--- src/rtl/div_sequencer_pkg.sv ---
// Shared constants, FSM state type and func3 decode helpers for the RV32M divide sequencer.
package div_sequencer_pkg;

   localparam int DIV_XLEN = 32;

   localparam logic [2:0] FUNC3_DIV  = 3'b100;
   localparam logic [2:0] FUNC3_DIVU = 3'b101;
   localparam logic [2:0] FUNC3_REM  = 3'b110;
   localparam logic [2:0] FUNC3_REMU = 3'b111;

   typedef enum logic [1:0] {
      DIV_IDLE = 2'b00,
      DIV_CALC = 2'b01,
      DIV_FIX  = 2'b10,
      DIV_DONE = 2'b11
   } div_state_e;

   function automatic logic is_div_op(input logic [2:0] f);
      return (f == FUNC3_DIV) || (f == FUNC3_DIVU) || (f == FUNC3_REM) || (f == FUNC3_REMU);
   endfunction

   function automatic logic is_signed_op(input logic [2:0] f);
      return (f == FUNC3_DIV) || (f == FUNC3_REM);
   endfunction

   function automatic logic is_rem_op(input logic [2:0] f);
      return (f == FUNC3_REM) || (f == FUNC3_REMU);
   endfunction

endpackage

--- src/rtl/div_sequencer_if.sv ---
// EX-stage <-> divide sequencer handshake: operands and abort in, stall/done/result out.
interface div_sequencer_if #(
   parameter int XLEN = div_sequencer_pkg::DIV_XLEN
);
   logic            start;
   logic [2:0]      func3;
   logic [XLEN-1:0] rs1_data;
   logic [XLEN-1:0] rs2_data;
   logic            flush;
   logic            stall;
   logic            done;
   logic [XLEN-1:0] result;

   modport master (
      output start, func3, rs1_data, rs2_data, flush,
      input  stall, done, result
   );

   modport slave (
      input  start, func3, rs1_data, rs2_data, flush,
      output stall, done, result
   );
endinterface

--- src/rtl/div_sequencer_step.sv ---
// One restoring-division step: shift in a dividend bit, trial-subtract the divisor.
module div_sequencer_step #(
   parameter int XLEN = 32
) (
   input  logic [XLEN-1:0] rem_in,
   input  logic            dvd_msb,
   input  logic [XLEN-1:0] divisor,
   output logic [XLEN-1:0] rem_out,
   output logic            q_bit
);
   logic [XLEN:0] shifted;
   logic [XLEN:0] diff;

   // Extra bit keeps 2*rem+1 exact when the divisor is >= 2^(XLEN-1).
   assign shifted = {rem_in, dvd_msb};
   assign diff    = shifted - {1'b0, divisor};
   assign q_bit   = ~diff[XLEN];
   assign rem_out = q_bit ? diff[XLEN-1:0] : shifted[XLEN-1:0];
endmodule

--- src/rtl/div_sequencer.sv ---
// Multi-cycle RV32M DIV/DIVU/REM/REMU sequencer: radix-2 restoring divide with
// one-cycle special cases, pipeline stall and a one-cycle done pulse.
module div_sequencer
   import div_sequencer_pkg::*;
#(
   parameter int XLEN = DIV_XLEN
) (
   input logic            clk,
   input logic            rst_n,
   div_sequencer_if.slave bus
);
   localparam int CW = $clog2(XLEN + 1);
   localparam logic [XLEN-1:0] MIN_NEG = {1'b1, {(XLEN-1){1'b0}}};

   div_state_e state_reg, state_next;

   logic [CW-1:0]   counter_reg;
   logic [2:0]      func3_reg;
   logic            sign1_reg, sign2_reg;
   logic [XLEN-1:0] dvd_reg, divisor_reg, quo_reg, rem_reg, result_reg;

   logic            accept, signed_in, div_by_zero, overflow, special;
   logic [XLEN-1:0] abs1, abs2, special_result, quo_fix, rem_fix, step_rem;
   logic            q_bit, signed_fix;

   assign accept      = bus.start & ~bus.flush & is_div_op(bus.func3);
   assign signed_in   = is_signed_op(bus.func3);
   assign div_by_zero = (bus.rs2_data == '0);
   assign overflow    = signed_in & (bus.rs1_data == MIN_NEG) & (&bus.rs2_data);
   assign special     = div_by_zero | overflow;

   assign abs1 = (signed_in & bus.rs1_data[XLEN-1]) ? -bus.rs1_data : bus.rs1_data;
   assign abs2 = (signed_in & bus.rs2_data[XLEN-1]) ? -bus.rs2_data : bus.rs2_data;

   always_comb begin
      special_result = '0;
      if (div_by_zero)
         special_result = is_rem_op(bus.func3) ? bus.rs1_data : '1;
      else
         special_result = is_rem_op(bus.func3) ? '0 : bus.rs1_data;
   end

   // Quotient sign is the XOR of operand signs; remainder follows the dividend.
   assign signed_fix = is_signed_op(func3_reg);
   assign quo_fix    = (signed_fix & (sign1_reg ^ sign2_reg)) ? -quo_reg : quo_reg;
   assign rem_fix    = (signed_fix & sign1_reg) ? -rem_reg : rem_reg;

   div_sequencer_step #(.XLEN(XLEN)) u_step (
      .rem_in  (rem_reg),
      .dvd_msb (dvd_reg[XLEN-1]),
      .divisor (divisor_reg),
      .rem_out (step_rem),
      .q_bit   (q_bit)
   );

   always_ff @(posedge clk or negedge rst_n) begin
      if (!rst_n)
         state_reg <= DIV_IDLE;
      else
         state_reg <= state_next;
   end

   always_comb begin
      state_next = state_reg;
      if (bus.flush) begin
         state_next = DIV_IDLE;
      end else begin
         case (state_reg)
            DIV_IDLE: if (accept) state_next = special ? DIV_DONE : DIV_CALC;
            DIV_CALC: if (counter_reg == CW'(1)) state_next = DIV_FIX;
            DIV_FIX:  state_next = DIV_DONE;
            DIV_DONE: state_next = DIV_IDLE;
            default:  state_next = DIV_IDLE;
         endcase
      end
   end

   assign bus.stall  = ((state_reg == DIV_IDLE) & accept) | (state_reg == DIV_CALC)
                     | (state_reg == DIV_FIX);
   assign bus.done   = (state_reg == DIV_DONE);
   assign bus.result = result_reg;

   always_ff @(posedge clk or negedge rst_n) begin
      if (!rst_n) begin
         counter_reg <= '0;
         func3_reg   <= '0;
         sign1_reg   <= 1'b0;
         sign2_reg   <= 1'b0;
         dvd_reg     <= '0;
         divisor_reg <= '0;
         quo_reg     <= '0;
         rem_reg     <= '0;
         result_reg  <= '0;
      end else if (!bus.flush) begin
         case (state_reg)
            DIV_IDLE: begin
               if (accept) begin
                  if (special) begin
                     result_reg <= special_result;
                  end else begin
                     func3_reg   <= bus.func3;
                     sign1_reg   <= signed_in & bus.rs1_data[XLEN-1];
                     sign2_reg   <= signed_in & bus.rs2_data[XLEN-1];
                     dvd_reg     <= abs1;
                     divisor_reg <= abs2;
                     quo_reg     <= '0;
                     rem_reg     <= '0;
                     counter_reg <= CW'(XLEN);
                  end
               end
            end
            DIV_CALC: begin
               rem_reg     <= step_rem;
               dvd_reg     <= {dvd_reg[XLEN-2:0], 1'b0};
               quo_reg     <= {quo_reg[XLEN-2:0], q_bit};
               counter_reg <= counter_reg - CW'(1);
            end
            DIV_FIX: begin
               result_reg <= is_rem_op(func3_reg) ? rem_fix : quo_fix;
            end
            default: ;
         endcase
      end
   end
endmodule
--- src/flat_wrapper.sv ---
// flat-port wrapper written by rule: the top's interface ports become plain ports
module div_sequencer_flat import div_sequencer_pkg::*;
#(
   parameter int XLEN = DIV_XLEN
)
  (clk, rst_n, bus_start, bus_func3, bus_rs1_data, bus_rs2_data, bus_flush, bus_stall, bus_done, bus_result);
  div_sequencer_if #(.XLEN(XLEN)) bus_i ();
  input logic clk;
  input logic rst_n;
  input wire logic [$bits(bus_i.start)-1:0] bus_start;
  input wire logic [$bits(bus_i.func3)-1:0] bus_func3;
  input wire logic [$bits(bus_i.rs1_data)-1:0] bus_rs1_data;
  input wire logic [$bits(bus_i.rs2_data)-1:0] bus_rs2_data;
  input wire logic [$bits(bus_i.flush)-1:0] bus_flush;
  output wire logic [$bits(bus_i.stall)-1:0] bus_stall;
  output wire logic [$bits(bus_i.done)-1:0] bus_done;
  output wire logic [$bits(bus_i.result)-1:0] bus_result;
  assign bus_i.start = bus_start;
  assign bus_i.func3 = bus_func3;
  assign bus_i.rs1_data = bus_rs1_data;
  assign bus_i.rs2_data = bus_rs2_data;
  assign bus_i.flush = bus_flush;
  assign bus_stall = bus_i.stall;
  assign bus_done = bus_i.done;
  assign bus_result = bus_i.result;
  div_sequencer #(.XLEN(XLEN)) u_core (.clk(clk), .rst_n(rst_n), .bus(bus_i));
endmodule
--- config.mk ---
export PLATFORM = sky130hd
export DESIGN_NAME = div_sequencer_flat
export DESIGN_NICKNAME = d
export VERILOG_FILES = /design/src/rtl/div_sequencer_pkg.sv /design/src/rtl/div_sequencer_if.sv /design/src/rtl/div_sequencer_step.sv /design/src/rtl/div_sequencer.sv /design/src/flat_wrapper.sv
export SDC_FILE = /design/constraint.sdc
export NUM_CORES = 1
export LEC_CHECK = 0
export ABC_AREA = 1
export BUFFER_PORTS_ARGS = -buffer_cell sky130_fd_sc_hd__buf_2
export CAP_MARGIN = 25
export CORE_UTILIZATION = 50
export CTS_CLUSTER_DIAMETER = 120
export DETAILED_ROUTE_END_ITERATION = 7
export MAX_ROUTING_LAYER = met4
export PLACE_DENSITY = 0.79
export SLEW_MARGIN = 20
export SYNTH_ARGS = -nofsm -noshare
export SYNTH_HDL_FRONTEND = slang
export SYNTH_SLANG_ARGS = --single-unit
--- constraint.sdc ---
create_clock -name clk -period 2.3 [get_ports clk]
set_input_delay 0.46 -clock clk [delete_from_list [all_inputs] [get_ports clk]]
set_output_delay 0.46 -clock clk [all_outputs]
set_load 0.01 [all_outputs]
==> flow_results.org, run 1 <==
** Synth
- In the synthesized netlist the dominant register cell turns out to be sky130_fd_sc_hd__dfrtp_1.
- The Yosys step of the flow raised 0 warnings.
- After synthesis, the share of flip-flops with an asynchronous set or reset is 1.00.
- Post-synthesis sequential area ratio :: 0.291
- The number of nets in the synthesized netlist is 2567.
- The cell area that synthesis handed to floorplanning was 0.0149 mm2.
- The synthesized design contains 0 enable-type register cells.
- Counting flops and latches in the post-synthesis netlist gives 173.
- Post-Synthesis Cells :: 2452
- Post-synthesis area per instance :: 6.07 um2
- Number of unique standard cell types used by synthesis :: 44

** Global route
- The number of global-route vias before repair was 15700.
- Initial antenna violation count :: 0
- Pin count of the biggest net entering global routing :: 65
- Wire length of the first global-routing pass :: 82700 um
- Total global routing track utilization :: 0.352
- GRT overflow :: 0

** Layout
- At the end of the flow, the number of nets in the layout was 2803.
- Share of post-route cells with drive strength above 1 :: 0.163
- Storage element area :: ~0.0043 mm2
- Design Area, Final :: 0.0182 mm2
- Fill cell instance count of the final layout :: 2800
- Area of the multi-input gates :: ~0.0093 mm2
- Total inserted antenna cells :: 0
- Area growth, synth to finish :: 22.2%

** Routing
- Routed length per placed instance :: 17.1 um
- Count of routing violations after the opening detailed-route iteration :: 2225
- Detailed routing inserted a total of around 17000 vias.
- Drc violations :: 0
- The first detailed-routing pass took 7 iterations.
- Routed Wire Length :: 52700 um
- ANT nets after route :: 0
- Via-to-Cell Ratio :: 5.59

** Die
- Row Count :: 62
- Chip width :: ~170 um
- Initial Utilization :: 0.513
- I/O pin total :: around 110
- The floorplan step defined a die boundary enclosing 0.0304 mm2.
- The floorplan step defined a core boundary enclosing 0.0290 mm2.
- In this run the vertical extent of the chip is approximately 170 um.

** Worst setup path
- Data on the critical path is required at its endpoint by 2.63 ns.
- The kind of cell with the highest combined delay along the critical path is simple AND/OR/NAND/NOR gates.
- The largest single stage delay on the critical path is 0.44 ns.
- The worst setup path is captured at a flop.
- For the worst setup path, the data arrival time is 2.72 ns.
- The worst setup path is of the flop to flop kind.
- Measured in cells, the most critical reg-to-reg path has a length of 13.
- Largest driver fanout on the critical path :: 6
- Crit path depth :: 13
- Counting both buffers and inverters, the worst setup path holds a total of 2.
- Worst-path cell chain :: ha_1, buf_4, nand2_1, nand2_1, a21oi_1, nand2_2, a21oi_4, nand3_2, nand2_8, clkbuf_16, nand2_1, nand3_1, nand2_1
- Critical path launch point type :: flop
- Cell type of the slowest stage on the worst timing path :: sky130_fd_sc_hd__dfrtp_1
- Cell repeated most along the worst path :: sky130_fd_sc_hd__nand2_1

** Pwr
- Pleak :: 10.1 nW
- Maximum resistive drop on vdd :: 740 uV
- Power spread over the standard cell area amounts to 988 mW/mm2.
- Share of total power in combinational logic :: 0.572
- The share of total power dissipated in the clock network is 0.162.
- Of the total power, registers draw 0.266.
- Switching part of the total power :: 0.478
- Switching component of the power :: 8.58 mW
- Internal power contribution :: 9.37 mW

** STA
- In the finished design, the share of the clock period the worst path needs comes to 1.04.
- Upper clock frequency limit :: 0.419 GHz
- In the post-route analysis, the smallest setup slack over all paths is -0.0873 ns.
- RSZ-0062 raised after global routing :: true
- Measured against its own limit, the worst slew margin works out to 0.598.
- Final Critical Period :: 2.39 ns
- Clock skew on the completed layout was measured at roughly 0.015 ns.
- Setup violators final :: 32
- Setup TNS :: -1.60 ns
- The number of pins with negative max-slew slack in the final report came to 0.
- Tightest Pin Transition :: about 0.6 ns
- Hold violation total from the final report :: 0

** Clocking
- The tree built by TritonCTS fans out to ~170 sinks.
- Clock latency reported for the late side of the worst-skew pair :: around 0.45 ns
- TritonCTS Buffers :: 17
- The root buffer cell chosen for the clock tree is sky130_fd_sc_hd__clkbuf_16.
- The H-tree was split into 4 levels.
- Counting along the longest clock path gives a buffer depth of 2.
- TritonCTS built the clock tree.
- Clock edge transition at the registers on the reported setup and hold paths :: ~0.08 ns

** Run status
- The flow ran to the end, but the final reports show violations.
- Failing checks :: setup timing

** Placement
- Number of I/O port buffers :: 104
- Placed cell area :: ~0.017 mm2
- The wire-length estimate of the detail-placed layout is just over 40000 um.
- The congestion estimate from routability-driven global placement came to 0.990.

** Hold path
- Hold WC Path Type :: input port to flop
- Along the worst hold path, the cell count comes to 3.

** Run
- The tool flagged a number of max-cap violations equal to 0.
==> placed cells by master, fill, tap and decap left out, types with 16 or more instances in the layout <==
cell type / count
sky130_fd_sc_hd__buf_2: 103
sky130_fd_sc_hd__xor2_1: 40
sky130_fd_sc_hd__nor2_1: 199
sky130_fd_sc_hd__nand2_2: 24
sky130_fd_sc_hd__o21ai_1: 16
sky130_fd_sc_hd__nand4_1: 33
sky130_fd_sc_hd__nand2_1: 829
sky130_fd_sc_hd__nor3_1: 19
sky130_fd_sc_hd__ha_1: 34
sky130_fd_sc_hd__a21oi_1: 41
sky130_fd_sc_hd__dfrtp_1: 173
sky130_fd_sc_hd__inv_1: 285
sky130_fd_sc_hd__clkbuf_16: 20
sky130_fd_sc_hd__xnor2_1: 19
sky130_fd_sc_hd__buf_4: 180
sky130_fd_sc_hd__buf_12: 17
sky130_fd_sc_hd__o22ai_1: 34
sky130_fd_sc_hd__nand3_1: 344
sky130_fd_sc_hd__o21ai_0: 142
==> kinds of logic after synthesis <==
logic type | share of synthesized area
AOI/OAI and AO/OA | 0.0976
xor gates and xnor gates | 0.0347
adders and majority gates | 0.0375
buffers and inverters | 0.110
DFF | 0.291
muxes | 0.000673
and+or+nand+nor | 0.429
==> synth_stat cells, drive strengths merged (6+ instances only) <==
cell	instances	area (um2)
nand3b	9	67.6
o21bai	6	45.0
nor2	216	823
xor2	40	350
inv	299	1120
o211ai	13	97.6
or2	8	50.1
xnor2	19	166
buf	46	329
nor3	21	105
clkbuf	46	173
a21oi	46	241
o22ai	34	213
nand4	34	219
nand2	860	3250
o21ai	158	791
ha	43	538
dfrtp	173	4330
nand3	356	1790
==> cell type report <==
class,instances,area share
clock buffer,17,0.0234
clock inverter,15,0.00833
multi-input combinational,1886,0.511
tap,384,0.0264
inverter,301,0.0622
sequential,173,0.238
timing repair buffer,309,0.130
==> path summary, 6_finish.rpt <==
check	start	endpoint	slack (ns)
max	u_core.rem_reg[22]	u_core.rem_reg[9]	-0.09
max reg2reg	u_core.rem_reg[22]	u_core.rem_reg[9]	-0.09
min	bus_func3[1]	u_core.func3_reg[1]	0.24
min reg2reg	u_core.bus.result[23]	u_core.bus.result[23]	0.48
min in group asynchronous	rst_n	u_core.divisor_reg[15]	0.48
max in group asynchronous	rst_n	u_core.quo_reg[14]	1.17
==> through the flow <==
step	total power [mW]	hold WS [ns]	worst slack, ns	cells	util
2_1_floorplan	10.5	0.164	0.132	2452	-
3_3_place_gp	14.3	0.392	-0.107	3041	0.588
3_5_place_dp	14.4	0.398	-0.221	3041	0.588
4_1_cts	17.4	0.230	-0.0230	3078	0.612
5_1_grt	19.2	0.266	-0.188	3085	0.626
6_report	18.0	0.241	-0.0873	3085	0.626
==> routing by layer <==
metal	track usage	wire length, um	vias up
li1	-	-	8342
met1	0.495	24000	8069
met2	0.533	23600	714
met3	0.0407	3580	117
met4	0.100	1570	0
met5	-	0	-
==> power by group through the flow <==
stage	combinational [mW]	sequential (mW)	clock, mW
floorplan	5.80	4.68	0
global placement	9.52	4.73	0
detailed placement	9.63	4.77	0
CTS	9.75	4.73	2.92
global route	11.3	4.87	3.02
finish	10.3	4.77	2.92
==> tightest hold or removal path, cell delays in order <==
cell                      delay, ns
sky130_fd_sc_hd__buf_2         0.09
sky130_fd_sc_hd__nand2_1       0.05
sky130_fd_sc_hd__nand2_1       0.05
==> what timing repair did <==
item | CTS | global route
hold buffers | 1 | 0
gates cloned | 1 | 4
resized for setup | 16 | 79
pin swaps | 3 | 27
setup endpoints to repair | 33 | 42
hold endpoints to repair | 33 | 0
buffers inserted | 3 | 3
No activity file was read; power rests on OpenSTA's default activity.
==> inputs of run 2 (changes only) <==
--- a/config.mk
+++ b/config.mk
@@ -5,7 +5,6 @@
 export SDC_FILE = /design/constraint.sdc
 export NUM_CORES = 1
 export LEC_CHECK = 0
-export ABC_AREA = 1
 export BUFFER_PORTS_ARGS = -buffer_cell sky130_fd_sc_hd__buf_2
 export CAP_MARGIN = 25
 export CORE_UTILIZATION = 50
==> flow_results.org, run 2 <==
** Run status
- Outcome :: aborted with a tool error
- The run ended at global routing.
- Run-stopping error :: [ERROR GRT-0232] Routing congestion too high. Check the congestion heatmap in the GUI.

** Synth
- EDFF count, synth :: 0
- Top cell type by total area after synthesis :: sky130_fd_sc_hd__dfrtp_1
- Number of unique standard cell types used by synthesis :: 68
- Flip-flop and latch count after synthesis :: between 150 and 200
- In the synthesized netlist the dominant register cell turns out to be sky130_fd_sc_hd__dfrtp_1.
- Post-synthesis sequential area ratio :: 0.324
- Ranked by total cell area, the synthesized netlist is headed by sky130_fd_sc_hd__dfrtp_1 (32%), sky130_fd_sc_hd__a21oi_1 (6.8%), sky130_fd_sc_hd__nand2_1 (6.3%).
- Counting every net in the synthesized netlist gives 1854.
- Share of the synthesized area in the top cell type :: 0.324
- For this run, the number of Yosys warnings is 0.
- Async set or reset register ratio after synthesis :: 1.00
- Leading cell type by number of instances after synthesis :: sky130_fd_sc_hd__nand2_1
- Most used standard cells in the synthesized netlist :: sky130_fd_sc_hd__nand2_1 (224), sky130_fd_sc_hd__a21oi_1 (182), sky130_fd_sc_hd__dfrtp_1 (173)
- Post-synthesis instance area :: 0.0134 mm2
- Counting every instance in the synthesized netlist gives 1739.
- Post-synthesis area per instance :: 7.68 um2

** Clocking
- Counting the buffers created by CTS gives 17.
- Number of buffers on the longest clock path :: 2
- Maximum level of the CTS H-tree :: 4
- Number of clock sinks seen by CTS :: 173
- Master cell of the clock root buffer :: sky130_fd_sc_hd__clkbuf_16

** Placement
- Hpwl dp :: 35200 um
- Number of I/O port buffers :: around 100
- Final weighted congestion of routability-driven global placement :: between 0.9 and 1

** Global route
- GRT overflow :: 89
- Entering global routing, the biggest net connects 70 pins.
- For this run, the total global-route usage over all layers was measured as 0.714.

** Die
- Initial Utilization :: 0.511
- The floorplan step set the die height to ~170 um.
- Row Count :: 59
- In this run the horizontal extent of the chip is ~170 um.
- I/O pin total :: 105

** STA
- Worst-path endpoint category :: register input
- When the global-route repair_timing finished, the worst setup path ended at u_core.bus.result[30]$_DFFE_PN0P_/D.
==> run 2: logic make-up after synthesis <==
family | share of synthesized area
buffers and inverters | 0.0537
AO/OA/AOI/OAI | 0.244
multiplexers | 0.0156
flip-flops | 0.324
adder cells (fa/ha/maj) | 0.0418
XOR/XNOR | 0.0859
AND/OR/NAND/NOR | 0.235
==> run 2: metal layers <==
layer	GRT overflow	GRT usage
met2	59	0.866
met3	2	0.548
met5	-	-
met1	2	0.700
met4	26	0.698
==> run 2: what timing repair did <==
| item | CTS |
|---|---|
| endpoints found under the setup margin | 172 |
| cloned | 24 |
| buffers inserted | 57 |
| gates resized for setup | 337 |
| pin swaps | 150 |
| hold buffers | 1 |
| endpoints found under the hold margin | 11 |
==> run 2: stage by stage <==
step	setup TNS, ns	util	cells	area (um2)	setup WS [ns]
after global placement	-124.58	0.665	2491	17400	-0.848
after CTS	-60.99	0.778	2600	20300	-0.520
after detailed placement	-137.33	0.665	2491	17400	-1.00
after floorplan	-101.85	-	1739	13500	-0.689
==> inputs of run 3 (changes only) <==
--- a/config.mk
+++ b/config.mk
@@ -7,11 +7,9 @@
 export LEC_CHECK = 0
 export BUFFER_PORTS_ARGS = -buffer_cell sky130_fd_sc_hd__buf_2
 export CAP_MARGIN = 25
-export CORE_UTILIZATION = 50
-export CTS_CLUSTER_DIAMETER = 120
+export CORE_UTILIZATION = 35
 export DETAILED_ROUTE_END_ITERATION = 7
-export MAX_ROUTING_LAYER = met4
-export PLACE_DENSITY = 0.79
+export PLACE_DENSITY_LB_ADDON = 0.15
 export SLEW_MARGIN = 20
 export SYNTH_ARGS = -nofsm -noshare
 export SYNTH_HDL_FRONTEND = slang
==> constraint.sdc (replaced) <==
create_clock -name clk -period 3 [get_ports clk]
set_input_delay 0.6 -clock clk [delete_from_list [all_inputs] [get_ports clk]]
set_output_delay 0.6 -clock clk [all_outputs]
set_load 0.01 [all_outputs]
==> flow_results.org, run 3 <==
** Run status
- The run finished with clean final reports.

** Routing
- Via-to-Cell Ratio :: 5.43
- The count of nets left with antenna violations once routing finished came out at 0.
- The first routing iteration left 934 violations.
- The routed design has about 47000 um of wire.
- Via count :: 13700
- The first TritonRoute pass finished after 6 iterations.
- Routed length per placed instance :: 18.5 um
- Drc violations :: 0

** Worst setup path
- The startpoint identified for the worst register-to-register timing path is u_core.rem_reg[5].
- The worst setup path is of the flop to flop kind.
- The worst setup path is captured at a flop.
- Arrival time of the worst setup path :: 3.28 ns
- Tracing the worst setup path back leads to its startpoint at u_core.rem_reg[5].
- STA classifies the critical path startpoint as a flop.
- Req. time, crit path :: about 3.3 ns
- Of all nets on the critical path, the largest fanout is 4.

** Run
- Max-cap violations in this run came to 0.

** Synth
- The number of different library cells used by synthesis comes to between 60 and 70.
- Flip-flop and latch count after synthesis :: about 170
- For this run, asynchronously set or reset flops after synthesis account for 1.00.
- Yosys mapped a number of flops with a built-in enable equal to 0.
- Post-synthesis instance area :: 0.0134 mm2
- When the netlist entered floorplanning its net count stood at 1854.
- Yosys printed 0 warnings.
- Post-Synthesis Cells :: 1739
- Post-synthesis sequential area ratio :: 0.324
- Most used standard cells in the synthesized netlist :: sky130_fd_sc_hd__nand2_1 (224), sky130_fd_sc_hd__a21oi_1 (182), sky130_fd_sc_hd__dfrtp_1 (173)
- Ranking of synthesized cells by area :: sky130_fd_sc_hd__dfrtp_1 (32%), sky130_fd_sc_hd__a21oi_1 (6.8%), sky130_fd_sc_hd__nand2_1 (6.3%)
- For this run, the leading register cell type out of synthesis is sky130_fd_sc_hd__dfrtp_1.
- Of the post-synthesis cell area, the dominant cell type holds 0.324.
- Top cell type by total area after synthesis :: sky130_fd_sc_hd__dfrtp_1
- A synthesized cell averages between 7 and 8 um2.
- Leading cell type by number of instances after synthesis :: sky130_fd_sc_hd__nand2_1

** Global route
- Across every metal layer, demand over resource in global routing totals 0.241.
- Initial antenna violation count :: 1
- Pin count of the biggest net entering global routing :: 76
- The number of global-route vias before repair was 13000.
- The first global-routing pass estimated slightly above 70000 um of wire.
- After global routing the overflow that remains totals 0.

** Pwr
- Power Density :: 999 mW/mm2
- The analysis attributes to cell leakage a power of 7.77 nW.
- Across the VDD grid, the largest voltage drop is 574 uV.

** Placement
- The wire-length estimate of the detail-placed layout is 36400 um.
- Input and output buffers added on the ports amount to about 100.
- Before CTS, the worst setup slack after placement is -0.582 ns.
- Routability-driven placement finished with a final weighted congestion of 0.902.

** Die
- For this configuration, the core starts out at a cell density of 0.355.
- 105 I/O pins were placed.
- Die outline area :: 0.0389 mm2
- Area of the core region :: 0.0376 mm2
- The die is a little under 200 um tall.
- Chip width :: 197 um
- After floorplanning, the core was divided into 71 placement rows.

** STA
- Hold violation total from the final report :: 0
- Measured against its own limit, the worst slew margin works out to 0.301.
- RSZ-0062 raised after global routing :: true
- Pins Over Slew Limit :: 0
- Subtracting the final worst setup slack from the clock period gives 2.94 ns.
- Minimum setup slack in the final design :: ~0.055 ns
- Upper clock frequency limit :: approximately 0.34 GHz
- Clock skew on the completed layout was measured at 0.0134 ns.
- For the pin with the worst max-slew slack, the measured transition is 1.05 ns.
- Of the available clock period, the critical path in the final layout requires 0.982.
- Setup total negative slack on the finished layout was measured at 0 ns.
- Setup violations remaining at the end of the flow were counted as 0.

** Clocking
- Clock latency reported for the late side of the worst-skew pair :: ~0.47 ns
- Hold buffer count at CTS :: 0
- Number of clock sinks seen by CTS :: 173
- The clock passes through at most 2 buffers.
- CTS built an H-tree with a depth of 4.
- CTS tree :: done
- Clock tree synthesis inserted a total of 17 buffers.
- Clock edge transition at the registers on the reported setup and hold paths :: 0.08 ns
- The cell sitting at the root of the clock tree is a sky130_fd_sc_hd__clkbuf_16.

** Hold path
- Hold WC Path Type :: input port to asynchronous set/reset pin

** Layout
- Final Net Count :: around 2100
- Leaving out fill and tap cells, the most frequent cell in the layout is sky130_fd_sc_hd__buf_4.
- Area growth, synth to finish :: 28.6%
- In the layout the commonest cells are sky130_fd_sc_hd__buf_4 (239), sky130_fd_sc_hd__nand2_1 (223), sky130_fd_sc_hd__a21oi_1 (180), sky130_fd_sc_hd__dfrtp_1 (172), sky130_fd_sc_hd__nor2_1 (159).
- Share of post-route cells with drive strength above 1 :: 0.233
- The filler cells instantiated in the layout total 3844.
run 3: cell counts after synthesis:
Identical to the previous run, type by type.
run 3: per-stage QoR:
stage | power, mW | cells | util | area, um2 | hold slack (ns)
final | 17.2 | 2530 | 0.457 | 17200 | 0.143
after global routing | 18.4 | 2530 | 0.457 | 17200 | 0.173
after CTS | 16.9 | 2530 | 0.453 | 17000 | 0.156
after detailed placement | 14.2 | 2493 | 0.431 | 16200 | 0.471
after global placement | 14.1 | 2493 | 0.431 | 16200 | 0.465
after floorplan | 9.94 | 1739 | - | 13500 | 0.304
run 3: per-layer routing:
metal / routed length, um / GRT usage
met1: 21200 / 0.325
met2: 21800 / 0.389
met3: 2190 / 0.0341
met4: 1530 / 0.0884
met5: 0 / 0
run 3: logic make-up after synthesis:
| family | after synthesis | synth area share |
|---|---|---|
| xor+xnor | 131 | 0.0859 |
| compound gates | 527 | 0.244 |
| flops | 173 | 0.324 |
| simple gates | 669 | 0.235 |
| fa+ha+maj | 44 | 0.0418 |
| mux | 20 | 0.0156 |
| buf+inv | 175 | 0.0537 |
run 3: worst paths after layout:
kind / to / slack, ns / cells past startpoint
min: u_core.dvd_reg[10] / 0.14 / 1
max in group asynchronous: u_core.dvd_reg[28] / 2.17 / 2
max: u_core.rem_reg[30] / 0.06 / 10
max reg2reg: u_core.rem_reg[30] / 0.06 / 10
min reg2reg: u_core.divisor_reg[25] / 0.48 / 2
min in group clk: u_core.func3_reg[1] / 0.42 / 2
run 3: cell type report:
type	instances	area [um2]	area share
timing repair buffer	362	2670	0.155
clock inverter	15	181	0.0106
sequential	173	4330	0.252
tap	511	639	0.0372
inverter	60	225	0.0131
antenna	1	2.50	0.000146
clock buffer	17	425	0.0248
multi-input combinational	1391	8700	0.507
run 3: critical path, stage by stage, from the launching register on:
cell                        delay, ns
sky130_fd_sc_hd__dfrtp_1         0.42
sky130_fd_sc_hd__ha_1            0.38
sky130_fd_sc_hd__o21ai_0         0.15
sky130_fd_sc_hd__a211oi_2        0.40
sky130_fd_sc_hd__o21ai_4         0.13
sky130_fd_sc_hd__a2111oi_4       0.40
sky130_fd_sc_hd__buf_4           0.18
sky130_fd_sc_hd__o2111ai_2       0.11
sky130_fd_sc_hd__and2_1          0.19
sky130_fd_sc_hd__a311oi_2        0.31
sky130_fd_sc_hd__o211ai_1        0.13
run 3: repair_timing:
action,in CTS,in global routing
cloned,2,0
pin swaps,13,16
setup buffers,3,1
endpoints found under the setup margin,34,64
gates resized for setup,27,37
endpoints found under the hold margin,0,0
run 3: where the power goes:
| part | switching, mW | internal (mW) | leakage [nW] |
|---|---|---|---|
| combinational | 6.34 | 4.54 | 5.27 |
| clock | 1.09 | 1.26 | 0.292 |
| sequential | 0.729 | 3.19 | 2.21 |
| total | 8.16 | 8.99 | 7.77 |
